## config.mk

```make
export PLATFORM = sky130hd
export DESIGN_NAME = ddr_write_queue
export DESIGN_NICKNAME = d
export VERILOG_FILES = /design/src/rtl/ddr_ctrl_pkg.sv /design/src/rtl/byte_mask_gen.sv /design/src/rtl/ddr_write_queue.sv
export SDC_FILE = /design/constraint.sdc
export NUM_CORES = 1
export LEC_CHECK = 0
export CAP_MARGIN = 5
export CORE_MARGIN = 3
export CORE_UTILIZATION = 35
export CTS_CLUSTER_DIAMETER = 80
export CTS_CLUSTER_SIZE = 20
export DETAILED_ROUTE_END_ITERATION = 8
export GPL_TIMING_DRIVEN = 0
export PLACE_DENSITY = 0.5
export SYNTH_ARGS = -nofsm -noshare
export SYNTH_HDL_FRONTEND = slang
export SYNTH_SLANG_ARGS = --single-unit
```

## constraint.sdc

```tcl
create_clock -name clk -period 14.82 [get_ports clk]
set_input_delay 2.964 -clock clk [delete_from_list [all_inputs] [get_ports clk]]
set_output_delay 2.964 -clock clk [all_outputs]
set_load 0.005 [all_outputs]
```

## src/rtl/ddr_ctrl_pkg.sv

```systemverilog
// Shared types and constants for the DDR controller write/read queue paths.
package ddr_ctrl_pkg;

    localparam int BEAT_MAX_SIZE = 3;
    localparam int LANES         = 8;

    typedef struct packed {
        logic [7:0]  addr;
        logic [63:0] data;
        logic [7:0]  mask;
    } wq_entry_t;

endpackage

```

## src/rtl/byte_mask_gen.sv

```systemverilog
// Converts a beat size and the low address bits into an 8-lane byte-enable mask
// and flags beats that are not naturally aligned or exceed the maximum size.
module byte_mask_gen
    import ddr_ctrl_pkg::*;
(
    input  logic [2:0]       addr,
    input  logic [2:0]       wburst,
    output logic [LANES-1:0] mask,
    output logic             misaligned
);

    always_comb begin
        mask       = '0;
        misaligned = 1'b0;
        case (wburst)
            3'd0: mask = 8'h01 << addr;
            3'd1: begin
                mask       = 8'h03 << addr;
                misaligned = addr[0];
            end
            3'd2: begin
                mask       = 8'h0F << addr;
                misaligned = |addr[1:0];
            end
            3'd3: begin
                mask       = 8'hFF << addr;
                misaligned = |addr;
            end
            default: mask = '0;
        endcase
        // Sizes above the largest beat are rejected the same way as misalignment.
        if (int'(wburst) > BEAT_MAX_SIZE) begin
            misaligned = 1'b1;
        end
    end

endmodule

```

## src/rtl/ddr_write_queue.sv

```systemverilog
// FWFT write-beat queue between the AXI write front end and the DDR command
// scheduler; builds byte masks on entry and drains over valid/ready.
module ddr_write_queue
    import ddr_ctrl_pkg::*;
#(
    parameter int DEPTH       = 8,
    parameter int FULL_MARGIN = 2,
    parameter int ADDR_W      = 8,
    parameter int DATA_W      = 64
) (
    input  logic                     clk,
    input  logic                     rst,
    input  logic [ADDR_W-1:0]        addr,
    input  logic [DATA_W-1:0]        wdata,
    input  logic                     wstrobe,
    input  logic [2:0]               wburst,
    input  logic                     flush,
    output logic                     wfull,
    output logic                     werr,
    output logic                     cmd_valid,
    input  logic                     cmd_ready,
    output logic [ADDR_W-1:0]        cmd_addr,
    output logic [DATA_W-1:0]        cmd_data,
    output logic [7:0]               cmd_mask,
    output logic [$clog2(DEPTH):0]   level
);

    localparam int PTR_W = $clog2(DEPTH);
    localparam int LVL_W = PTR_W + 1;
    localparam logic [LVL_W-1:0] DEPTH_LVL = LVL_W'(DEPTH);
    localparam logic [LVL_W-1:0] WFULL_THR = LVL_W'(DEPTH - FULL_MARGIN);

    wq_entry_t        mem [DEPTH];
    wq_entry_t        push_entry;
    wq_entry_t        head;

    logic [PTR_W-1:0] wr_ptr_reg;
    logic [PTR_W-1:0] rd_ptr_reg;
    logic [LVL_W-1:0] level_reg;
    logic [LVL_W-1:0] level_next;
    logic             wfull_reg;
    logic             werr_reg;

    logic [7:0]       beat_mask;
    logic             misaligned;
    logic             full;
    logic             push;
    logic             pop;

    byte_mask_gen u_mask (
        .addr       (addr[2:0]),
        .wburst     (wburst),
        .mask       (beat_mask),
        .misaligned (misaligned)
    );

    // Full is judged on the pre-pop level, so a pop never makes room for a same-cycle push.
    assign full      = (level_reg == DEPTH_LVL);
    assign cmd_valid = (level_reg != '0);
    assign push      = wstrobe && !misaligned && !full && !flush;
    assign pop       = cmd_valid && cmd_ready && !flush;

    always_comb begin
        push_entry.addr = 8'(addr);
        push_entry.data = 64'(wdata);
        push_entry.mask = beat_mask;
    end

    always_comb begin
        level_next = level_reg;
        if (flush) begin
            level_next = '0;
        end else begin
            case ({push, pop})
                2'b10:   level_next = level_reg + 1'b1;
                2'b01:   level_next = level_reg - 1'b1;
                default: level_next = level_reg;
            endcase
        end
    end

    always_ff @(posedge clk or posedge rst) begin
        if (rst) begin
            wr_ptr_reg <= '0;
            rd_ptr_reg <= '0;
            level_reg  <= '0;
            wfull_reg  <= 1'b0;
            werr_reg   <= 1'b0;
        end else begin
            if (flush) begin
                wr_ptr_reg <= '0;
                rd_ptr_reg <= '0;
            end else begin
                if (push) wr_ptr_reg <= wr_ptr_reg + 1'b1;
                if (pop)  rd_ptr_reg <= rd_ptr_reg + 1'b1;
            end
            level_reg <= level_next;
            wfull_reg <= (level_next >= WFULL_THR);
            werr_reg  <= wstrobe && !flush && (misaligned || full);
        end
    end

    // Entry storage carries no reset; contents are only observed while cmd_valid is high.
    always_ff @(posedge clk) begin
        if (push) begin
            mem[wr_ptr_reg] <= push_entry;
        end
    end

    assign head     = mem[rd_ptr_reg];
    assign cmd_addr = ADDR_W'({head.addr[7:3], 3'b000});
    assign cmd_data = DATA_W'(head.data);
    assign cmd_mask = head.mask;
    assign level    = level_reg;
    assign wfull    = wfull_reg;
    assign werr     = werr_reg;

endmodule

```

==> flow_summary.json, run 1 <==
{
  "synth_edf_count": 616,
  "synthToLayoutAreaGrowth_pct": 19.9,
  "wl_per_cell_um": 24.5,
  "overflow": 0,
  "clock.fmax_mhz": 161,
  "clkSinkCount": 628,
  "hold_depth": 2,
  "hp-class": "register to register",
  "timing.rr.start": "level[0]",
  "slowest_delay_ps": 730,
  "finalCritPeriodShare_pct": 41.8,
  "drt_iter0_drc": 713,
  "critPathMaxFanout": 10,
  "r2r-end": "mem[4][30]",
  "cts_buffers": 39,
  "skew_ps": 24.1,
  "synth_area_um2": 24100,
  "ff2ff_setup_slack_ps": 11600,
  "grt_max_degree": 24,
  "end_kind": "primary output",
  "cts_tree": "built",
  "async_flop_share_pct": 1.91,
  "nets": 1371,
  "ys.flop_type": "edfxtp_1",
  "io_pins": 167,
  "hold_ws_ps": 647,
  "num_rows": 95,
  "insertion_delay_ps": 570,
  "yosys_warnings": 0,
  "min_period_ps": 6200,
  "ir_drop_mv": 0.0622,
  "setup_viol": 0,
  "viasPerCell": 5.02,
  "vias": 10900,
  "cts-hold-fix-buffers": 0,
  "ys_ff_latch": 628,
  "status": "complete, no violations",
  "die_h_um": 269,
  "worst_slack_ps": 8620,
  "synth.avg_cell_area_um2": 23.8,
  "clockRootBuffer": "clkbuf_16",
  "routed_wl_mm": 53.4,
  "worstPathRequired_ps": 11860,
  "cp.arrival_ps": 3230,
  "yosysSeqAreaShare_pct": 77.9,
  "final_hold_viol_count": 0,
  "crit_path_start_kind": "register",
  "final_common_cell": "edfxtp_1",
  "finish.utilization_pct": 42.7,
  "die-area_um2": 72100,
  "antenna_found_initial": 5,
  "p_leak_nw": 8.90,
  "path_cells": "buf_2 > buf_1 > mux4_2 > mux2_2 > clkdlybuf4s50_1",
  "grt_pass1_vias": 11700,
  "start_util_pct": 35.6,
  "fillers": 5850,
  "place_hpwl_mm": 35.5,
  "synth_top_area_share_pct": 76.7,
  "r2r_cells": 9,
  "drc": 0,
  "ant_nets": 0,
  "rsz0062_at_grt": "no",
  "clk_pin_slew_ps": 70,
  "max-cap-violations": 0,
  "die_x_um": 269,
  "power_density_nw_per_um2": 111,
  "hold_end": "level[3]",
  "layout_common_cells": "edfxtp_1 (616), clkdlybuf4s50_1 (158), mux4_2 (154)",
  "slowest_stage": "buf_1",
  "synth_area_leaders": "edfxtp_1 (77%), mux4_2 (14%), mux2_2 (3.6%)",
  "clock_path_buffers": 3,
  "min_from": "level[3]",
  "synthCells": 1012,
  "largest_register_ffs": 616,
  "max_slew.worst_pin.slew_ps": 1150,
  "drt_first_pass_iters": 6,
  "slew_headroom_pct": 22.6,
  "post-place-ws_ps": 8280,
  "grt_pass1_wl_mm": 79.0,
  "core_area_um2": 67800,
  "gr-usage-all-layers_pct": 15.0,
  "crit_type": "register to primary output",
  "post_cts_buffers": 0,
  "ctsResizeCount": 0,
  "drv_slew": 0,
  "numPortBuffers": 158,
  "drive_above_1_share_pct": 30.3,
  "place_congestion": 0.692,
  "htree_levels": 2,
  "synth.distinct_cells": 48,
  "yosys.area.top_type": "edfxtp_1"
}
==> critical path, delay by kind of cell, from the launching register on <==
family   cells  cell delay (ps)
mux          2              680
flops        1              360
buf+inv      3             1630
==> where the power goes <==
| group | internal [mW] | total [mW] | switching, mW |
|---|---|---|---|
| clock network | 0.541 | 1.10 | 0.562 |
| logic | 0.0733 | 0.138 | 0.0645 |
| registers | 1.95 | 1.95 | 0.00172 |
==> worst max path at each step <==
stage                       start            to  slack, ps  depth (start not counted)
detailed placement        addr[1]    mem[4][26]       8280                         10
floorplan               wburst[0]     mem[4][0]       3010                          5
global route        rd_ptr_reg[1]  cmd_data[53]       8450                          5
global placement          addr[1]    mem[4][26]      -6390                          5
CTS                 rd_ptr_reg[1]  cmd_data[53]       8460                          5
finish              rd_ptr_reg[1]  cmd_data[51]       8620                          5
==> cell type report <==
type	count	area, µm²	share of cell area, %
timing repair buffer	231	2460	8.50
multi-input combinational	327	5030	17.4
antenna	5	12.5	0.0433
sequential	628	18800	65.0
clock inverter	11	120	0.415
clock buffer	47	1050	3.63
inverter	4	15.0	0.0519
buffer	55	339	1.17
tap	873	1090	3.78
==> cells by family (layout without fill, tap and decap cells) <==
kind of cell    Yosys count  count (layout)  share of synthesized area [%]
simple gates             55              55                           1.15
fa+ha+maj                 5               5                          0.259
other cells               1               8                         0.0155
buf+inv                  59             348                           1.47
mux                     236             236                           18.2
xor+xnor                  6               6                          0.218
compound gates           22              22                          0.747
flops                   628             628                           77.9
==> cell usage after synthesis (4+ instances only) <==
library cell    n
nor4_1          4
buf_1          13
nor2_1         18
mux2_2         77
xor2_1          5
ha_1            5
dfrtp_1        12
buf_2           6
clkbuf_1       14
edfxtp_1      616
nor3_1          6
inv_1           4
nor2b_1         5
mux4_2        154
nand2_1         8
nand3_1         4
buf_4           9
buf_6          12
==> routing by layer <==
metal,GRT usage (%),share of wire (%),vias to the layer above
met5,0,0.032,-
li1,-,-,4817
met4,2.98,1.6,2
met1,21.1,46,5891
met2,24.8,49,182
met3,2.66,4.1,52
==> stage by stage <==
stage                     cell area [µm²]  cells  TNS [ps]  power, mW
after floorplan                     24100   1014         0       2.06
after global placement              26800   2045  -1406840       2.13
after detailed placement            27700   2118         0       2.14
after CTS                           28900   2176         0       3.24
after global routing                28900   2176         0       3.31
final                               28900   2181         0       3.20
No activity file was read; power rests on OpenSTA's default activity.
==> run 2: changes to the inputs <==
clock period = 6.26 ns   (was 14.82 ns; I/O delays follow)
==> run 2 against run 1 <==
- routed wire length is 0.45% lower
- global-route usage is 0.081 points lower
- utilization hardly changed
- via count is 1.2% lower
- sequential power is 140% higher
- critical path type unchanged
- total power is 130% higher
- non-clock buffer count is 26 lower
==> flow_summary.json, run 2 (synthesized netlist as in run 1, its figures left out) <==
{
  "status": "complete, no violations",
  "synthToLayoutAreaGrowth_pct": 19.9,
  "htree_levels": 2,
  "clock_path_buffers": 3,
  "wl_per_cell_um": 24.7,
  "nets": 1344,
  "numPortBuffers": 158,
  "setup_viol": 0,
  "drt_first_pass_iters": 4,
  "place_congestion": 0.694,
  "max_slew.worst_pin.slew_ps": 1140,
  "max-cap-violations": 0,
  "routed_wl_mm": 53.1,
  "vias": 10800,
  "core_area_um2": 67800,
  "wl_met1_mm": 24.3,
  "clockRootBuffer": "clkbuf_16",
  "dpl.cell_count": 2092,
  "post_cts_buffers": 0,
  "min_period_ps": 4510,
  "die_x_um": 269,
  "wl_met3_mm": 2.21,
  "finalCritPeriodShare_pct": 72.1,
  "crit_path_start_kind": "register",
  "layout_common_cells": "edfxtp_1 (616), clkdlybuf4s50_1 (158), mux4_2 (154)",
  "grt_max_degree": 24,
  "final_common_cell": "edfxtp_1",
  "worstPathRequired_ps": 5010,
  "gr-usage-all-layers_pct": 14.9,
  "drt_iter0_drc": 763,
  "io_pins": 167,
  "final_hold_viol_count": 0,
  "fin_cells": 2149,
  "antenna_found_initial": 4,
  "grt_pass1_wl_mm": 78.4,
  "largest_register_ffs": 616,
  "power_density_nw_per_um2": 259,
  "cts_tree": "built",
  "clk_pin_slew_ps": 90,
  "insertion_delay_ps": 570,
  "drive_above_1_share_pct": 28.6,
  "ir_drop_mv": 0.146,
  "slew_headroom_pct": 23.2,
  "drc": 0,
  "grt_pass1_vias": 11500,
  "clkSinkCount": 628,
  "cp.arrival_ps": 3260,
  "end_kind": "primary output",
  "cts_buffers": 38,
  "viasPerCell": 5.03,
  "rsz0062_at_grt": "no",
  "met2_length_mm": 25.8,
  "die-area_um2": 72100,
  "fillers": 5841,
  "highest_layer": "met5",
  "finish.utilization_pct": 42.7,
  "p_leak_nw": 8.81,
  "hp-class": "register to register",
  "ctsResizeCount": 0,
  "cts-hold-fix-buffers": 0,
  "skew_ps": 26.7,
  "ant_nets": 0,
  "num_rows": 95,
  "start_util_pct": 35.6,
  "critPathMaxFanout": 10,
  "overflow": 0,
  "crit_type": "register to primary output",
  "die_h_um": 269,
  "clock.fmax_mhz": 222,
  "place_hpwl_mm": 34.5,
  "drv_slew": 0
}
[run 2: per-layer routing]
metal | global-route usage, % | up-vias
met5 | 0 | -
met3 | 2.89 | 53
met4 | 2.96 | 4
li1 | - | 4748
met1 | 21.1 | 5842
met2 | 24.4 | 166
[run 2: path summary, 6_finish.rpt]
path                          startpoint            to  slack, ps  cells after the start
setup / recovery           rd_ptr_reg[1]  cmd_data[53]       1750                      5
max in group asynchronous            rst         wfull       4830                      2
min in group asynchronous            rst          werr       1080                      2
hold / removal                  level[0]      level[0]        650                      2
setup reg to reg                level[2]         wfull       3330                     11
hold reg to reg                 level[0]      level[0]        650                      2
[run 2: metrics by stage]
step	area [µm²]	power, mW	setup WS [ps]	hold WS (ps)	setup TNS, ps
4_1_cts	28900	7.61	1610	657	0
2_1_floorplan	24200	4.88	-604	591	-46510
3_5_place_dp	27800	5.06	1670	635	0
6_report	28900	7.50	1750	648	0
5_1_grt	28900	7.78	1540	678	0
3_3_place_gp	26800	5.05	-6160	621	-2414550
[run 2: critical path, stage by stage, from the launching register on]
cell and delay, ps:
dfrtp_1 360, buf_2 360, buf_1 720, mux4_2 410, mux2_2 280, clkdlybuf4s50_1 550
[run 2: cell type report]
type,count,area (µm²),area share [%]
Inverter,4,15.0,0.0519
Timing Repair Buffer,205,2500,8.66
Multi-Input combinational cell,327,5060,17.5
Clock buffer,49,1080,3.72
Sequential cell,628,18800,65.0
Clock inverter,6,35.0,0.121
Tap cell,873,1090,3.78
Antenna cell,2,5.00,0.0173
Buffer,55,339,1.17
[run 2: where the power goes]
group	internal, mW	switching [mW]	leakage (nW)
logic	0.174	0.154	2.55
clock network	1.22	1.32	0.547
registers	4.62	0.00401	5.71
total	6.01	1.48	8.81
==> run 3: changes to the inputs <==
PLACE_DENSITY = 0.52   (was 0.5)
clock period = 3.75 ns   (was 6.26 ns; I/O delays follow)
==> run 3 against run 2 <==
- register-to-register slack worse by 2500 ps
- clock-buffer cell count is 7 higher
- hold slack worse by 43 ps
- sequential power is 67% higher
- utilization is 0.18 points higher
- die area stayed put
- sequential share of layout area is 0.27 points lower
- non-clock buffer count is 1 higher
- cell area is 0.42% higher
- routed wire length is 0.47% lower
- largest power group unchanged
==> flow_summary.json, run 3 (synthesized netlist as in run 1, its figures left out) <==
{
  "post-place-ws_ps": -428,
  "antenna_found_initial": 5,
  "synthToLayoutAreaGrowth_pct": 20.4,
  "drt_first_pass_iters": 5,
  "place_congestion": 0.683,
  "htree_levels": 2,
  "cp.arrival_ps": 2880,
  "final_cell_area_um2": 29000,
  "critPathMaxFanout": 10,
  "cts-hold-fix-buffers": 0,
  "clock_path_buffers": 3,
  "largest_register_ffs": 616,
  "crit_path_start_kind": "register",
  "place_hpwl_mm": 34.1,
  "clockRootBuffer": "clkbuf_16",
  "dpl_cell_area_um2": 27800,
  "clock.fmax_mhz": 275,
  "die_h_um": 269,
  "numPortBuffers": 158,
  "end_kind": "primary output",
  "num_rows": 95,
  "layout_common_cells": "edfxtp_1 (616), clkdlybuf4s50_1 (157), mux4_2 (154)",
  "worstPathRequired_ps": 3000,
  "gr-usage-all-layers_pct": 14.8,
  "clk_pin_slew_ps": 80,
  "drv_slew": 0,
  "die_x_um": 269,
  "r2r_cells": 11,
  "cts_buffers": 38,
  "min_period_ps": 3630,
  "slowest_stage": "clkdlybuf4s50_1",
  "clkSinkCount": 628,
  "grt_max_degree": 25,
  "setup_viol": 0,
  "status": "complete, no violations",
  "hold_ws_ps": 605,
  "power_density_nw_per_um2": 436,
  "post_cts_buffers": 0,
  "grt_pass1_wl_mm": 77.5,
  "r2r-end": "wfull",
  "drc": 0,
  "start_util_pct": 35.6,
  "core_area_um2": 67800,
  "rsz0062_at_grt": "no",
  "slew_headroom_pct": 27.6,
  "crit_type": "register to primary output",
  "die-area_um2": 72100,
  "p_leak_nw": 8.93,
  "vias": 10900,
  "ir_drop_mv": 0.289,
  "worst_slack_ps": 115,
  "crit_family": "buffers and inverters",
  "slowest_delay_ps": 460,
  "insertion_delay_ps": 570,
  "routed_wl_mm": 52.9,
  "cpMostUsedCell": "buf_2",
  "drive_above_1_share_pct": 30.0,
  "final_common_cell": "edfxtp_1",
  "ff2ff_setup_slack_ps": 810,
  "path_cells": "buf_2 > buf_2 > mux4_2 > mux2_2 > clkdlybuf4s50_1",
  "nets": 1345,
  "timing.rr.start": "level[2]",
  "max_slew.worst_pin.slew_ps": 1080,
  "skew_ps": 11.1,
  "wl_per_cell_um": 24.5,
  "drt_iter0_drc": 844,
  "grt_pass1_vias": 11600,
  "cp.buffers_inverters": 3,
  "ant_nets": 0,
  "hp-class": "primary input to async pin",
  "max-cap-violations": 0,
  "io_pins": 167,
  "power_mw": 12.7,
  "overflow": 0,
  "cts_tree": "built",
  "viasPerCell": 5.08,
  "final_hold_viol_count": 0,
  "finalCritPeriodShare_pct": 96.9,
  "tns_ps": 0
}
-- run 3: what timing repair did --
action	4_1_cts	5_1_grt
endpoints found under the setup margin	77	5
gates resized for setup	32	2
hold endpoints to repair	0	0
-- run 3: stage by stage --
stage	utilization, %	cells
final	42.9	2157
after global routing	42.9	2154
after CTS	42.8	2153
after detailed placement	41.1	2093
after global placement	39.7	2045
after floorplan	-	1014
-- run 3: worst max path at each step --
stage,startpoint,slack [ps],end,cells past startpoint
floorplan,wburst[1],-870,mem[0][0],5
global placement,addr[1],-4310,mem[0][28],5
detailed placement,addr[1],-430,mem[0][28],9
CTS,rd_ptr_reg[1],20,cmd_mask[5],5
global route,rd_ptr_reg[0],5,cmd_data[17],5
finish,rd_ptr_reg[1],120,cmd_mask[5],5
-- run 3: layout make-up --
type,instances,area [µm²]
Antenna cell,4,10.0
Buffer,55,385
Clock buffer,56,1100
Clock inverter,4,80.1
Fill cell,5799,38700
Inverter,4,15.0
Multi-Input combinational cell,327,5060
Sequential cell,628,18800
Tap cell,873,1090
Timing Repair Buffer,206,2500
-- run 3: where the power goes --
group / leakage, nW / switching, mW / internal, mW / total (mW)
Sequential: 5.71 / 0.00698 / 7.72 / 7.72
Clock: 0.574 / 2.21 / 2.19 / 4.41
Combinational: 2.64 / 0.256 / 0.292 / 0.548
Total: 8.93 / 2.48 / 10.2 / 12.7
-- run 3: worst reg2reg max path, delay by kind of cell (launching register included) --
family | cells | cell delay (ps)
AOI/OAI and AO/OA | 2 | 300
DFF | 1 | 460
muxes | 1 | 220
buffers and inverters | 1 | 160
and+or+nand+nor | 3 | 930
adders and majority gates | 2 | 380
xor gates and xnor gates | 2 | 370
-- run 3: metal layers --
layer / vias to the layer above / routed length, µm / global-route usage [%]
li1: 4763 / - / -
met1: 5929 / 23900 / 20.8
met2: 199 / 25700 / 24.1
met3: 54 / 2380 / 2.95
met4: 2 / 878 / 3.43
met5: - / 11 / 0
